## src/rtl/prg_ram_injector_if.sv

```systemverilog
// Bundles the ioctl download stream and the C64 RAM write port of prg_ram_injector.
// Handshakes: ioctl_wr is a one-cycle valid, taken only while ioctl_wait is low;
// ram_req is a level valid held with ram_addr/ram_dout stable until a one-cycle ram_ack.
interface prg_ram_injector_if;
  logic        ioctl_download;
  logic        load_prg;
  logic [22:0] ioctl_addr;
  logic [7:0]  ioctl_data;
  logic        ioctl_wr;
  logic        ioctl_wait;
  logic [15:0] ram_addr;
  logic [7:0]  ram_dout;
  logic        ram_req;
  logic        ram_ack;

  modport master (
    output ioctl_download, load_prg, ioctl_addr, ioctl_data, ioctl_wr, ram_ack,
    input  ioctl_wait, ram_addr, ram_dout, ram_req
  );

  modport slave (
    input  ioctl_download, load_prg, ioctl_addr, ioctl_data, ioctl_wr, ram_ack,
    output ioctl_wait, ram_addr, ram_dout, ram_req
  );
endinterface

```

## src/rtl/prg_ram_injector.sv

```systemverilog
// Streams a PRG image (2-byte load address + payload) from ioctl into C64 RAM.
// Define PRG_BASIC_PTR_EN to also patch the BASIC end pointers with prg_end afterwards.
module prg_ram_injector #(
  parameter int ACK_TIMEOUT = 255
) (
  input  logic                     clk,
  input  logic                     reset_n,
  prg_ram_injector_if.slave        bus,
  output logic [15:0]              prg_end,
  output logic                     prg_done,
  output logic                     prg_err,
  output logic [2:0]               state_dbg
);
  localparam int TW = (ACK_TIMEOUT < 2) ? 1 : $clog2(ACK_TIMEOUT);

  typedef enum logic [2:0] {IDLE, HDR_LO, HDR_HI, DATA, WRITE, PTR, DONE, ERR} state_t;

  state_t         state;
  logic [7:0]     load_lo;
  logic [15:0]    wp;
  logic           wrapped;
  logic [22:0]    exp_cnt;
  logic           qual_q;
  logic [TW-1:0]  timer;
  logic [15:0]    ram_addr_q;
  logic [7:0]     ram_dout_q;
  logic           ram_req_q;
  logic           ioctl_wait_q;

  logic wr;
  logic qual;
  logic addr_bad;

  assign wr       = bus.ioctl_wr & bus.load_prg;
  assign qual     = bus.ioctl_download & bus.load_prg;
  assign addr_bad = wr && (bus.ioctl_addr != exp_cnt);

  assign bus.ram_addr   = ram_addr_q;
  assign bus.ram_dout   = ram_dout_q;
  assign bus.ram_req    = ram_req_q;
  assign bus.ioctl_wait = ioctl_wait_q;
  assign state_dbg      = state;

`ifdef PRG_BASIC_PTR_EN
  logic        ptr_phase;
  logic [2:0]  ptr_idx;
  logic [15:0] ptr_base;
  always_comb begin
    ptr_base = 16'h00AE;
    case (ptr_idx[2:1])
      2'd0:    ptr_base = 16'h002D;
      2'd1:    ptr_base = 16'h002F;
      2'd2:    ptr_base = 16'h0031;
      default: ptr_base = 16'h00AE;
    endcase
  end
`endif

  always_ff @(posedge clk) begin
    if (!reset_n) begin
      state        <= IDLE;
      load_lo      <= '0;
      wp           <= '0;
      wrapped      <= 1'b0;
      exp_cnt      <= '0;
      // A download already in progress across reset must not look like a fresh start.
      qual_q       <= 1'b1;
      timer        <= '0;
      ram_addr_q   <= '0;
      ram_dout_q   <= '0;
      ram_req_q    <= 1'b0;
      ioctl_wait_q <= 1'b0;
      prg_end      <= '0;
      prg_done     <= 1'b0;
      prg_err      <= 1'b0;
`ifdef PRG_BASIC_PTR_EN
      ptr_phase    <= 1'b0;
      ptr_idx      <= '0;
`endif
    end else begin
      qual_q   <= qual;
      prg_done <= 1'b0;
      unique case (state)
        IDLE: begin
          if (qual && !qual_q) begin
            state   <= HDR_LO;
            prg_err <= 1'b0;
            exp_cnt <= '0;
            wrapped <= 1'b0;
`ifdef PRG_BASIC_PTR_EN
            ptr_phase <= 1'b0;
`endif
          end
        end
        HDR_LO: begin
          if (wr) begin
            load_lo <= bus.ioctl_data;
            exp_cnt <= exp_cnt + 23'd1;
            if (addr_bad) prg_err <= 1'b1;
            state   <= HDR_HI;
          end else if (!bus.ioctl_download) begin
            prg_err <= 1'b1;
            state   <= ERR;
          end
        end
        HDR_HI: begin
          if (wr) begin
            wp      <= {bus.ioctl_data, load_lo};
            exp_cnt <= exp_cnt + 23'd1;
            if (addr_bad) prg_err <= 1'b1;
            state   <= DATA;
          end else if (!bus.ioctl_download) begin
            prg_err <= 1'b1;
            state   <= ERR;
          end
        end
        DATA: begin
          // A byte arriving with the falling download edge is written first; the level
          // check then ends the image once WRITE hands back.
          if (wr) begin
            exp_cnt <= exp_cnt + 23'd1;
            if (addr_bad || wrapped) prg_err <= 1'b1;
            if (!wrapped) begin
              ram_addr_q   <= wp;
              ram_dout_q   <= bus.ioctl_data;
              ram_req_q    <= 1'b1;
              ioctl_wait_q <= 1'b1;
              timer        <= '0;
              state        <= WRITE;
            end
          end else if (!bus.ioctl_download) begin
            prg_end <= wp;
            state   <= PTR;
`ifdef PRG_BASIC_PTR_EN
            ptr_idx <= '0;
`endif
          end
        end
        WRITE: begin
          if (wr) prg_err <= 1'b1;
          if (bus.ram_ack) begin
            ram_req_q    <= 1'b0;
            ioctl_wait_q <= 1'b0;
`ifdef PRG_BASIC_PTR_EN
            if (ptr_phase) begin
              if (ptr_idx == 3'd7) state <= DONE;
              else begin
                ptr_idx <= ptr_idx + 3'd1;
                state   <= PTR;
              end
            end else begin
              wp <= wp + 16'd1;
              if (wp == 16'hFFFF) wrapped <= 1'b1;
              state <= DATA;
            end
`else
            wp <= wp + 16'd1;
            if (wp == 16'hFFFF) wrapped <= 1'b1;
            state <= DATA;
`endif
          end else if (timer == TW'(ACK_TIMEOUT - 1)) begin
            ram_req_q    <= 1'b0;
            ioctl_wait_q <= 1'b0;
            prg_err      <= 1'b1;
            state        <= ERR;
          end else begin
            timer <= timer + 1'b1;
          end
        end
        PTR: begin
`ifdef PRG_BASIC_PTR_EN
          ram_addr_q   <= ptr_base + {15'd0, ptr_idx[0]};
          ram_dout_q   <= ptr_idx[0] ? prg_end[15:8] : prg_end[7:0];
          ram_req_q    <= 1'b1;
          ioctl_wait_q <= 1'b1;
          timer        <= '0;
          ptr_phase    <= 1'b1;
          state        <= WRITE;
`else
          state <= DONE;
`endif
        end
        DONE: begin
          prg_done <= 1'b1;
          state    <= IDLE;
        end
        ERR: begin
          ram_req_q    <= 1'b0;
          ioctl_wait_q <= 1'b0;
          if (!bus.ioctl_download) state <= IDLE;
        end
        default: state <= IDLE;
      endcase
    end
  end
endmodule
```

## src/flat_wrapper.sv

```systemverilog
// flat-port wrapper written by rule: the top's interface ports become plain ports
module prg_ram_injector_flat 
#(
  parameter int ACK_TIMEOUT = 255
)
  (clk, reset_n, prg_end, prg_done, prg_err, state_dbg, bus_ioctl_download, bus_load_prg, bus_ioctl_addr, bus_ioctl_data, bus_ioctl_wr, bus_ram_ack, bus_ioctl_wait, bus_ram_addr, bus_ram_dout, bus_ram_req);
  prg_ram_injector_if bus_i ();
  input  logic clk;
  input  logic reset_n;
  output logic [15:0] prg_end;
  output logic prg_done;
  output logic prg_err;
  output logic [2:0] state_dbg;
  input wire logic [$bits(bus_i.ioctl_download)-1:0] bus_ioctl_download;
  input wire logic [$bits(bus_i.load_prg)-1:0] bus_load_prg;
  input wire logic [$bits(bus_i.ioctl_addr)-1:0] bus_ioctl_addr;
  input wire logic [$bits(bus_i.ioctl_data)-1:0] bus_ioctl_data;
  input wire logic [$bits(bus_i.ioctl_wr)-1:0] bus_ioctl_wr;
  input wire logic [$bits(bus_i.ram_ack)-1:0] bus_ram_ack;
  output wire logic [$bits(bus_i.ioctl_wait)-1:0] bus_ioctl_wait;
  output wire logic [$bits(bus_i.ram_addr)-1:0] bus_ram_addr;
  output wire logic [$bits(bus_i.ram_dout)-1:0] bus_ram_dout;
  output wire logic [$bits(bus_i.ram_req)-1:0] bus_ram_req;
  assign bus_i.ioctl_download = bus_ioctl_download;
  assign bus_i.load_prg = bus_load_prg;
  assign bus_i.ioctl_addr = bus_ioctl_addr;
  assign bus_i.ioctl_data = bus_ioctl_data;
  assign bus_i.ioctl_wr = bus_ioctl_wr;
  assign bus_i.ram_ack = bus_ram_ack;
  assign bus_ioctl_wait = bus_i.ioctl_wait;
  assign bus_ram_addr = bus_i.ram_addr;
  assign bus_ram_dout = bus_i.ram_dout;
  assign bus_ram_req = bus_i.ram_req;
  prg_ram_injector #(.ACK_TIMEOUT(ACK_TIMEOUT)) u_core (.clk(clk), .reset_n(reset_n), .bus(bus_i), .prg_end(prg_end), .prg_done(prg_done), .prg_err(prg_err), .state_dbg(state_dbg));
endmodule
```

## config.mk

```make
export PLATFORM = sky130hd
export DESIGN_NAME = prg_ram_injector_flat
export DESIGN_NICKNAME = d
export VERILOG_FILES = /design/src/rtl/prg_ram_injector_if.sv /design/src/rtl/prg_ram_injector.sv /design/src/flat_wrapper.sv
export SDC_FILE = /design/constraint.sdc
export NUM_CORES = 1
export LEC_CHECK = 0
export CAP_MARGIN = 20
export CELL_PAD_IN_SITES_DETAIL_PLACEMENT = 1
export CELL_PAD_IN_SITES_GLOBAL_PLACEMENT = 2
export CORE_UTILIZATION = 35
export CTS_BUF_LIST = sky130_fd_sc_hd__clkbuf_8
export CTS_CLUSTER_DIAMETER = 120
export DETAILED_ROUTE_END_ITERATION = 8
export PLACE_DENSITY_LB_ADDON = 0.1
export SYNTH_ARGS = -nofsm -noshare
export SYNTH_HDL_FRONTEND = slang
export SYNTH_SLANG_ARGS = --single-unit
```

## constraint.sdc

```tcl
create_clock -name clk -period 3.4 [get_ports clk]
set_clock_uncertainty 0.2 [all_clocks]
set_input_delay 0.51 -clock clk [delete_from_list [all_inputs] [get_ports clk]]
set_output_delay 0.51 -clock clk [all_outputs]
set_load 0.01 [all_outputs]
```

Word-level counts from Yosys, hierarchy flattened
Index checks and enable logic that the tools add are counted.
- $add $sub $neg: 3
- $mul: 0
- divide/modulo/power cells: 0
- order comparisons: 0
- eq/ne operators: 26
- shift-type cells: 0
- muxes and demuxes: 41
- bitwise logic cells: 5
- reduce and logical (&&, ||, !) cells: 23
- operator list (kind ; count):
    23-bit 2-to-1 mux ; 2
    23-bit case mux with 2 select lines ; 1
    16-bit 2-to-1 mux ; 2
    8-bit 2-to-1 mux ; 4
    16-bit case mux with 2 select lines ; 1
    3-bit 2-to-1 mux ; 10
    3-bit case mux with 8 select lines ; 1
    23-bit by 1-bit adder with 23-bit output (second input constant) ; 1
    23-bit inequality test ; 1
    16-bit by 1-bit adder with 16-bit output (second input constant) ; 1
    16-bit equality test (second input constant) ; 1
    1-bit 2-to-1 mux ; 16
    8-bit case mux with 2 select lines ; 1
    3-bit equality test (second input constant) ; 4
    2-bit by 1-bit inequality test with 1-bit output (second input constant) ; 6
    3-bit AND reduction ; 4
    2-bit inequality test (second input constant) ; 5
    5-bit AND reduction ; 2
    3-bit by 2-bit inequality test with 1-bit output (second input constant) ; 3
    8-bit by 1-bit adder with 8-bit output (second input constant) ; 1
    8-bit equality test (second input constant) ; 1
    4-bit AND reduction ; 2
    2-bit nonzero test ; 4
    3-bit by 2-bit equality test with 1-bit output (second input constant) ; 2
    other kinds (17) ; 22
- register bits after elaboration: 103
- latch bits: 0
- bits in writable memories: 0
- bits in read-only memories: 0
- input port bits: 37
- output and inout bits: 47
- logic and storage cells: 111
- memories: 0

Logic depth before layout (Yosys ltp)
Gate-level depths: netlist (run 1).
- depth in word-level cells: 6
- mapped depth: 8
- gate-level depth less buffers: 7

Worst setup path before layout (run 1)
No wires, ideal clock.
- kind: input to register
- start: input bus_load_prg
- end: register u_core.prg_end[10]
- setup time: 128 ps
- arrival time: 1788 ps
- required time: 3072 ps
- path slack: 1284 ps
- cell stages on the path: 7
- path buffers: 3
- path through: clkbuf_2 > and2_1 > or4_1 > buf_4 > buf_6 > mux2i_1 > nor2_1
- longest elaborated chain between the ends: 3
- ends and longest elaborated chain (what ; RTL line ; source):
    start, declared ; flat_wrapper.sv:15 ; input wire logic [$bits(bus_i.load_prg)-1:0] bus_load_prg;
    1-bit AND ; prg_ram_injector.sv:34 ; assign wr = bus.ioctl_wr & bus.load_prg;
    1-bit NOT (no line) ; - ;
    3-bit AND reduction (no line) ; - ;
    end signal, assigned ; prg_ram_injector.sv:132 ; prg_end <= wp;
    end, declared ; prg_ram_injector.sv:9 ; output logic [15:0] prg_end,
Every way passes these cells.
A chain may end at the register's enable or synchronous reset.

Worst setup path after layout (run 1)
- start: register u_core.state[1] (netlist: u_core.state_dbg[1])
- end: output state_dbg[1]
- RTL lines (what ; RTL line ; source):
    start, declared ; prg_ram_injector.sv:18 ; state_t state;
    start signal, assigned ; prg_ram_injector.sv:61 ; state <= IDLE;
    start signal, assigned ; prg_ram_injector.sv:86 ; state <= HDR_LO;
    start signal, assigned ; prg_ram_injector.sv:100 ; state <= HDR_HI;
    end, declared ; flat_wrapper.sv:13 ; output logic [2:0] state_dbg;
No word-level cell between the ends.

==> impl_metrics.json, run 1 <==
{
  "clock_path_buffers": 2,
  "cp_max_fo": 20,
  "track_usage_pct": 20.5,
  "remaining_drc_errors": 0,
  "final_cells": 841,
  "dieWidth_um": 121,
  "synth_flop_cell": "dfxtp_1",
  "ctsHoldBuffers": 0,
  "pin_count": 84,
  "worstPathArrival_ns": 1.89,
  "areaGrowthSynthToFinish_pct": 23.0,
  "endpoint": "state_dbg[1]",
  "vdd_drop_max_uv": 169,
  "p_per_area_mw_per_mm2": 417,
  "reg2reg_depth": 4,
  "max_freq_mhz": 385,
  "cp_slowest_stage_delay_ns": 0.84,
  "nFillCells": 1649,
  "yosys.area_share.simple_pct": 24.1,
  "hpwl_um": 10100,
  "antenna_found_initial": 0,
  "min_path_type": "flip-flop to flip-flop",
  "clk_pin_slew_worst_paths_ns": 0.09,
  "cts_tree": "done",
  "wl_um": 14100,
  "seq_area_frac_synth_pct": 41.6,
  "run_status": "completed",
  "synth.mux.area_fraction_pct": 5.05,
  "grt_pass1_vias": 4468,
  "synth_edf_count": 0,
  "synth_compound_area_share_pct": 15.3,
  "antenna_left": 0,
  "synth_xor_xnor_area_share_pct": 7.96,
  "num_antenna_cells": 0,
  "maxSlewHeadroom_pct": 34.7,
  "syn_area_mm2": 0.00495,
  "r2r-start": "u_core.state_dbg[1]",
  "post_cts.repair.setup_buffers": 0,
  "drt_iter0_drc": 157,
  "p_leak_nw": 2.05,
  "layout-drive-gt1-share_pct": 7.56,
  "yosys.area.top_type": "dfxtp_1",
  "via_per_inst": 5.20,
  "synth_top_area_share_pct": 41.6,
  "clock-sinks": 103,
  "max_slew.worst_pin.slew_ns": 0.969,
  "syn_nets": 628,
  "rsz0062_at_grt": "false",
  "post-route-cell-area_mm2": 0.00609,
  "worstPathRequired_ns": 2.69,
  "ctsHtreeMaxLevel": 3,
  "rows": 43,
  "port_buffers": 83,
  "cts_resized": 0,
  "endpoint_kind": "output port",
  "holdWs_ns": 0.258,
  "worstSetupPathType": "flip-flop to output port",
  "wire_per_inst_um": 16.7,
  "dieArea_mm2": 0.0146,
  "critPathBufInv": 1,
  "synth.distinct_cells": 64,
  "nNetsFinal": 699,
  "r2r_slack_ns": 0.81,
  "yosys.area_share.adder_pct": 1.01,
  "setup_viol": 0,
  "dp.cells": 827,
  "start_kind": "flip-flop",
  "path_depth": 1,
  "postPlaceCellArea_mm2": 0.00593,
  "synth.area.top_cells": "dfxtp_1 (42%), xnor2_1 (6.9%), nor2_1 (5.7%)",
  "setup_tns_ns": 0,
  "grt_max_degree": 60,
  "critPathSlowestCell": "dfxtp_1",
  "syn_inst": 587,
  "crit_family": "flip-flops",
  "drv_cap": 0,
  "num_vias": 4371,
  "crit_chain": "clkdlybuf4s50_1",
  "hold_violations": 0,
  "synthArstFlopShare_pct": 0,
  "numCtsBuffers": 9,
  "final_util_pct": 44.0,
  "avgSynthCellArea_um2": 8.43,
  "core_area_mm2": 0.0138,
  "clock_latency_ns": 0.38,
  "slew_viol_final": 0,
  "globalplace.congestion": 0.816,
  "rr_endpoint": "u_core.exp_cnt[6]",
  "start_util_pct": 35.8,
  "synth-seq-cells": 103,
  "dr.pass1.iters": 4,
  "cts-root-buf": "clkbuf_8",
  "die_h_um": 121,
  "yosysWarnings": 0,
  "min_period_ns": 2.60,
  "synth_top_family_by_area": "simple AND/OR/NAND/NOR gates",
  "fin_crit_sh_pct": 76.5,
  "startpoint": "u_core.state_dbg[1]",
  "grt_overflow_total": 0,
  "grt_pass1_wl_um": 23400
}
layer usage:
layer	wire [um]	vias to the layer above	GRT usage [%]
met2	6310	68	32.8
met5	0	-	0
met3	322	21	2.82
met4	270	0	7.48
li1	-	2183	-
met1	7150	2099	28.1
cells by family after synthesis:
logic type               count (synthesis)
adder cells (fa/ha/maj)                  4
AO/OA/AOI/OAI                          121
XOR/XNOR                                45
AND/OR/NAND/NOR                        240
multiplexers                            25
flip-flops                             103
buffers and inverters                   49
cell type report:
cell class / instances / area, um^2 / share of cell area [%]
clock buffers: 9 / 124 / 2.03
inverters: 13 / 53.8 / 0.884
repair buffers: 96 / 941 / 15.5
flip-flops and latches: 103 / 2060 / 33.9
multi-input cells: 435 / 2650 / 43.5
well taps: 180 / 225 / 3.70
clock inverters: 5 / 37.5 / 0.616
synthesized netlist by cell type (all sizes together) (15+ instances only):
master,count
dfxtp,103
nor2,76
nand2,75
a21oi,55
xnor2,39
mux2i,25
buf,23
o21ai,23
nand3,17
nor3,15
worst min path at each step:
stage                                       start                 endpoint  cells after the start
after floorplan                     u_core.wp[15]  u_core.bus.ram_addr[15]                      2
after global placement    u_core.bus.ram_addr[15]  u_core.bus.ram_addr[15]                      2
after detailed placement   u_core.bus.ram_addr[4]   u_core.bus.ram_addr[4]                      2
after CTS                  u_core.bus.ram_addr[4]   u_core.bus.ram_addr[4]                      2
after global routing      u_core.bus.ram_addr[11]  u_core.bus.ram_addr[11]                      2
final                      u_core.bus.ram_addr[4]   u_core.bus.ram_addr[4]                      2
placed cells by master, fill, tap and decap left out, types with 12 or more instances in the layout:
cell type        synthesis  layout
nand2_1                 74      74
clkdlybuf4s50_1          0      83
o21ai_0                 23      23
nor2_1                  75      75
mux2i_1                 25      25
nand3_1                 17      17
dfxtp_1                103     103
buf_4                    4      12
xnor2_1                 39      39
nand4_1                 12      12
a21oi_1                 55      55
nor3_1                  15      15
report_power, final:
group | internal (mW) | switching, mW | total, mW
clock | 0.259 | 0.432 | 0.691
combinational | 0.222 | 0.272 | 0.494
sequential | 1.25 | 0.101 | 1.35
through the flow:
step           worst slack, ns  power, mW
4_1_cts                  0.738       2.57
6_report                 0.800       2.54
3_3_place_gp             0.479       1.87
3_5_place_dp             0.486       1.88
2_1_floorplan             1.28       1.69
5_1_grt                  0.582       2.68
worst register-to-register path: stages, from the launching register on:
cell     delay (ns)
dfxtp_1        0.57
or2_2          0.45
o41ai_2        0.85
buf_4          0.34
nor2_1         0.07
state kept, by name, summed over array words and instances, names as in the netlist, 3 cells and up:
name,flops
u_core.exp_cnt,23
u_core.bus.ram_addr,16
u_core.prg_end,16
u_core.wp,16
u_core.bus.ram_dout,8
u_core.load_lo,8
u_core.timer,8
u_core.state_dbg,3
Note: power is estimated with default switching activity, not from simulation.
==> run 2, diff against run 1 <==
- CORE_UTILIZATION: 35 -> 33
- clock period: 3.4 -> 2.51 ns (I/O delays scaled with it)
==> impl_metrics.json, run 2 (same netlist as run 1, synthesis figures left out) <==
{
  "r2r-start": "u_core.state_dbg[0]",
  "power_mw": 3.56,
  "critPathSlowestCell": "dfxtp_1",
  "crit_family": "simple AND/OR/NAND/NOR gates",
  "cts-root-buf": "clkbuf_8",
  "r2r_slack_ns": 0.23,
  "layout_commonest_cell": "dfxtp_1",
  "die_h_um": 124,
  "port_buffers": 83,
  "nFillCells": 1726,
  "p_leak_nw": 2.15,
  "remaining_drc_errors": 0,
  "ctsHtreeMaxLevel": 3,
  "fin_crit_sh_pct": 90.9,
  "areaGrowthSynthToFinish_pct": 26.3,
  "maxSlewHeadroom_pct": 62.1,
  "rows": 44,
  "regMostFlops": "u_core.exp_cnt",
  "drv_cap": 0,
  "worstPathArrival_ns": 2.34,
  "rsz0062_at_grt": "false",
  "cts_resized": 0,
  "core_area_mm2": 0.0146,
  "drt_iter0_drc": 252,
  "numCtsBuffers": 9,
  "largest_register_ffs": 23,
  "ctsHoldBuffers": 0,
  "hpwl_um": 10600,
  "crit_chain": "nand2_2, or4_1, buf_4, nand2_1, a21oi_1",
  "endpoint_kind": "flip-flop",
  "cp_max_fo": 13,
  "clk_pin_slew_worst_paths_ns": 0.09,
  "critPathBufInv": 1,
  "post-route-cell-area_mm2": 0.00625,
  "grt_overflow_total": 0,
  "cts_tree": "done",
  "start_kind": "flip-flop",
  "worstSetupPathType": "flip-flop to flip-flop",
  "num_vias": 4469,
  "postPlaceCellArea_mm2": 0.00607,
  "wl_um": 14500,
  "wire_per_inst_um": 16.9,
  "clock-sinks": 103,
  "post_cts.repair.setup_buffers": 0,
  "track_usage_pct": 19.4,
  "run_status": "completed",
  "vdd_drop_max_uv": 209,
  "antenna_left": 0,
  "via_per_inst": 5.20,
  "setup_viol": 0,
  "grt_pass1_wl_um": 24100,
  "startpoint": "u_core.state_dbg[0]",
  "dieWidth_um": 124,
  "min_period_ns": 2.28,
  "layout-drive-gt1-share_pct": 9.62,
  "slew_viol_final": 0,
  "cp_slowest_stage_delay_ns": 0.69,
  "worstPathRequired_ns": 2.57,
  "num_antenna_cells": 0,
  "hold_violations": 0,
  "hold_start": "u_core.bus.ram_addr[5]",
  "final_util_pct": 42.9,
  "grt_pass1_vias": 4568,
  "globalplace.congestion": 0.807,
  "antenna_found_initial": 0,
  "grt_max_degree": 61,
  "clock_path_buffers": 2,
  "pin_count": 84,
  "p_per_area_mw_per_mm2": 569,
  "dieArea_mm2": 0.0155,
  "start_util_pct": 33.9,
  "dr.pass1.iters": 4,
  "mostFrequentLayoutCells": "dfxtp_1 (103), clkdlybuf4s50_1 (83), nor2_1 (75), nand2_1 (74), a21oi_1 (55)",
  "max_slew.worst_pin.slew_ns": 0.568,
  "nNetsFinal": 714,
  "max_freq_mhz": 438,
  "clock_latency_ns": 0.38,
  "min_path_type": "flip-flop to flip-flop"
}
==> run 2: stage by stage <==
step / std cells / setup slack [ns] / setup TNS, ns / hold slack [ns]
after floorplan: 587 / 0.528 / 0 / 0.253
after global placement: 846 / 0.0560 / 0 / 0.243
after detailed placement: 846 / -0.0547 / -0.723 / 0.253
after CTS: 860 / 0.188 / 0 / 0.268
after global routing: 860 / 0.109 / 0 / 0.290
final: 860 / 0.229 / 0 / 0.259
==> run 2: metal layers <==
layer / routed length (um) / vias to the layer above / GRT usage, %
met2: 6840 / 69 / 31.6
li1: - / 2211 / -
met5: 0 / - / 0
met3: 347 / 12 / 2.58
met1: 7180 / 2177 / 26.3
met4: 163 / 0 / 6.80
==> run 2: final cells by class <==
cell class	instances	area (um^2)	share of cell area [%]
sequential	103	2060	33.0
timing repair buffer	111	1080	17.3
tap	184	230	3.68
multi-input combinational	435	2650	42.3
clock buffer	12	165	2.64
clock inverter	2	16.3	0.260
inverter	13	53.8	0.861
==> run 2: worst paths after layout <==
| kind | cells after the start | to |
|---|---|---|
| worst max-delay path | 5 | u_core.bus.ram_addr[0] |
| worst min-delay path | 2 | u_core.bus.ram_addr[5] |
| worst max register to register | 5 | u_core.bus.ram_addr[0] |
| worst min register to register | 2 | u_core.bus.ram_addr[5] |
==> run 2: worst reg2reg max path, stage by stage, from the launching register on <==
cell	delay (ns)
dfxtp_1	0.69
nand2_2	0.22
or4_1	0.64
buf_4	0.27
nand2_1	0.08
a21oi_1	0.07
==> run 2: report_power, final <==
part | switching, mW | total, mW | internal (mW)
logic | 0.423 | 0.765 | 0.342
registers | 0.0947 | 1.79 | 1.70
clock network | 0.570 | 1.00 | 0.434
total | 1.09 | 3.56 | 2.47
==> run 3, diff against run 2 <==
- PLACE_DENSITY: default -> 0.91
- PLACE_DENSITY_LB_ADDON: 0.1 -> default
==> impl_metrics.json, run 3 (same netlist as run 1, synthesis figures left out) <==
{
  "run_status": "completed",
  "p_per_area_mw_per_mm2": 592,
  "numCtsBuffers": 9,
  "cp_max_fo": 13,
  "num_antenna_cells": 0,
  "hold_violations": 0,
  "maxSlewHeadroom_pct": 44.7,
  "hpwl_um": 10700,
  "mostFrequentLayoutCells": "dfxtp_1 (103), clkdlybuf4s50_1 (83), nor2_1 (75), nand2_1 (74), a21oi_1 (55)",
  "start_util_pct": 33.9,
  "num_vias": 4547,
  "dieArea_mm2": 0.0155,
  "worstPathArrival_ns": 1.80,
  "crit_chain": "buf_4, clkdlybuf4s50_1",
  "clock_path_buffers": 2,
  "grt_pass1_wl_um": 24100,
  "slew_viol_final": 0,
  "cts_tree": "done",
  "setup_viol": 0,
  "worstPathRequired_ns": 1.93,
  "antenna_left": 0,
  "largest_register_ffs": 23,
  "max_freq_mhz": 421,
  "post_cts.repair.setup_buffers": 0,
  "startpoint": "u_core.state_dbg[1]",
  "min_path_type": "flip-flop to flip-flop",
  "worstSetupPathType": "flip-flop to output port",
  "holdWs_ns": 0.264,
  "ctsHtreeMaxLevel": 3,
  "wl_um": 14200,
  "cp_slowest_stage_delay_ns": 0.58,
  "grt_max_degree": 26,
  "r2r-start": "u_core.state_dbg[1]",
  "grt_pass1_vias": 4744,
  "die_h_um": 124,
  "clock_latency_ns": 0.39,
  "cts_resized": 0,
  "cts-root-buf": "clkbuf_8",
  "areaGrowthSynthToFinish_pct": 27.0,
  "power_mw": 3.72,
  "layout-drive-gt1-share_pct": 9.33,
  "regMostFlops": "u_core.exp_cnt",
  "p_leak_nw": 2.17,
  "globalplace.congestion": 0.817,
  "postPlaceCellArea_mm2": 0.00607,
  "grt_overflow_total": 0,
  "min_period_ns": 2.38,
  "port_buffers": 83,
  "core_area_mm2": 0.0146,
  "layout_commonest_cell": "dfxtp_1",
  "dieWidth_um": 124,
  "max_slew.worst_pin.slew_ns": 0.830,
  "fin_crit_sh_pct": 94.7,
  "dr.pass1.iters": 4,
  "via_per_inst": 5.29,
  "drv_cap": 0,
  "dp.cells": 844,
  "nNetsFinal": 712,
  "clk_pin_slew_worst_paths_ns": 0.10,
  "pin_count": 84,
  "clock-sinks": 103,
  "critPathBufInv": 2,
  "wire_per_inst_um": 16.6,
  "setup_tns_ns": 0,
  "antenna_found_initial": 0,
  "track_usage_pct": 19.1,
  "remaining_drc_errors": 0,
  "final_cells": 859,
  "post-route-cell-area_mm2": 0.00629,
  "rows": 44,
  "hold_start": "u_core.bus.ram_addr[5]",
  "ctsHoldBuffers": 0,
  "rsz0062_at_grt": "false",
  "vdd_drop_max_uv": 240,
  "start_kind": "flip-flop",
  "critPathSlowestCell": "dfxtp_1",
  "drt_iter0_drc": 205,
  "crit_family": "buffers and inverters",
  "endpoint_kind": "output port"
}
==> run 3: cell count changes in the layout (fill, tap and decap cells not counted) <==
cell / previous run / this run
inv_1: 11 / 12
bufinv_16: 0 / 2
inv_8: 0 / 1
clkbuf_8: 12 / 10
buf_12: 3 / 4
buf_4: 25 / 22
clkinv_4: 1 / 0
==> run 3: per-stage QoR <==
step                utilization [%]  worst slack (ns)
floorplan                         -             0.528
global placement               41.6             0.133
detailed placement             41.6            0.0385
CTS                            43.1            0.0994
global route                   43.1            0.0473
finish                         43.1             0.133
==> run 3: metal layers <==
metal  share of wire [%]  track usage, %  vias up
met5                   0               0        -
met4                 1.4            6.87        0
met3                 2.4            2.75       12
met2                  50            34.1       72
met1                  46            23.3     2244
li1                    -               -     2219
==> run 3: worst min-delay path: cells and delay by family (launching register included) <==
kind	cells	cell delay [ns]
flops	1	0.33
simple gates	1	0.05
compound gates	1	0.05
==> run 3: report_power, final <==
group          switching, mW  total [mW]  internal [mW]
Combinational          0.425       0.758          0.333
Sequential            0.0972        1.79           1.70
Clock                  0.586        1.17          0.587
Total                   1.11        3.72           2.62
==> run 3: final cells by class <==
| cell class | instances | area, um^2 |
|---|---|---|
| Fill cell | 1723 | 8300 |
| Multi-Input combinational cell | 435 | 2650 |
| Sequential cell | 103 | 2060 |
| Timing Repair Buffer | 109 | 1080 |
| Tap cell | 184 | 230 |
| Clock buffer | 10 | 138 |
| Clock inverter | 5 | 82.6 |
| Inverter | 13 | 53.8 |
==> run 3: path summary, 6_finish.rpt <==
path | to | slack, ns | cells past startpoint
max | state_dbg[1] | 0.13 | 2
min | u_core.bus.ram_addr[5] | 0.26 | 2
max reg2reg | u_core.wp[5] | 0.28 | 5
min reg2reg | u_core.bus.ram_addr[5] | 0.26 | 2
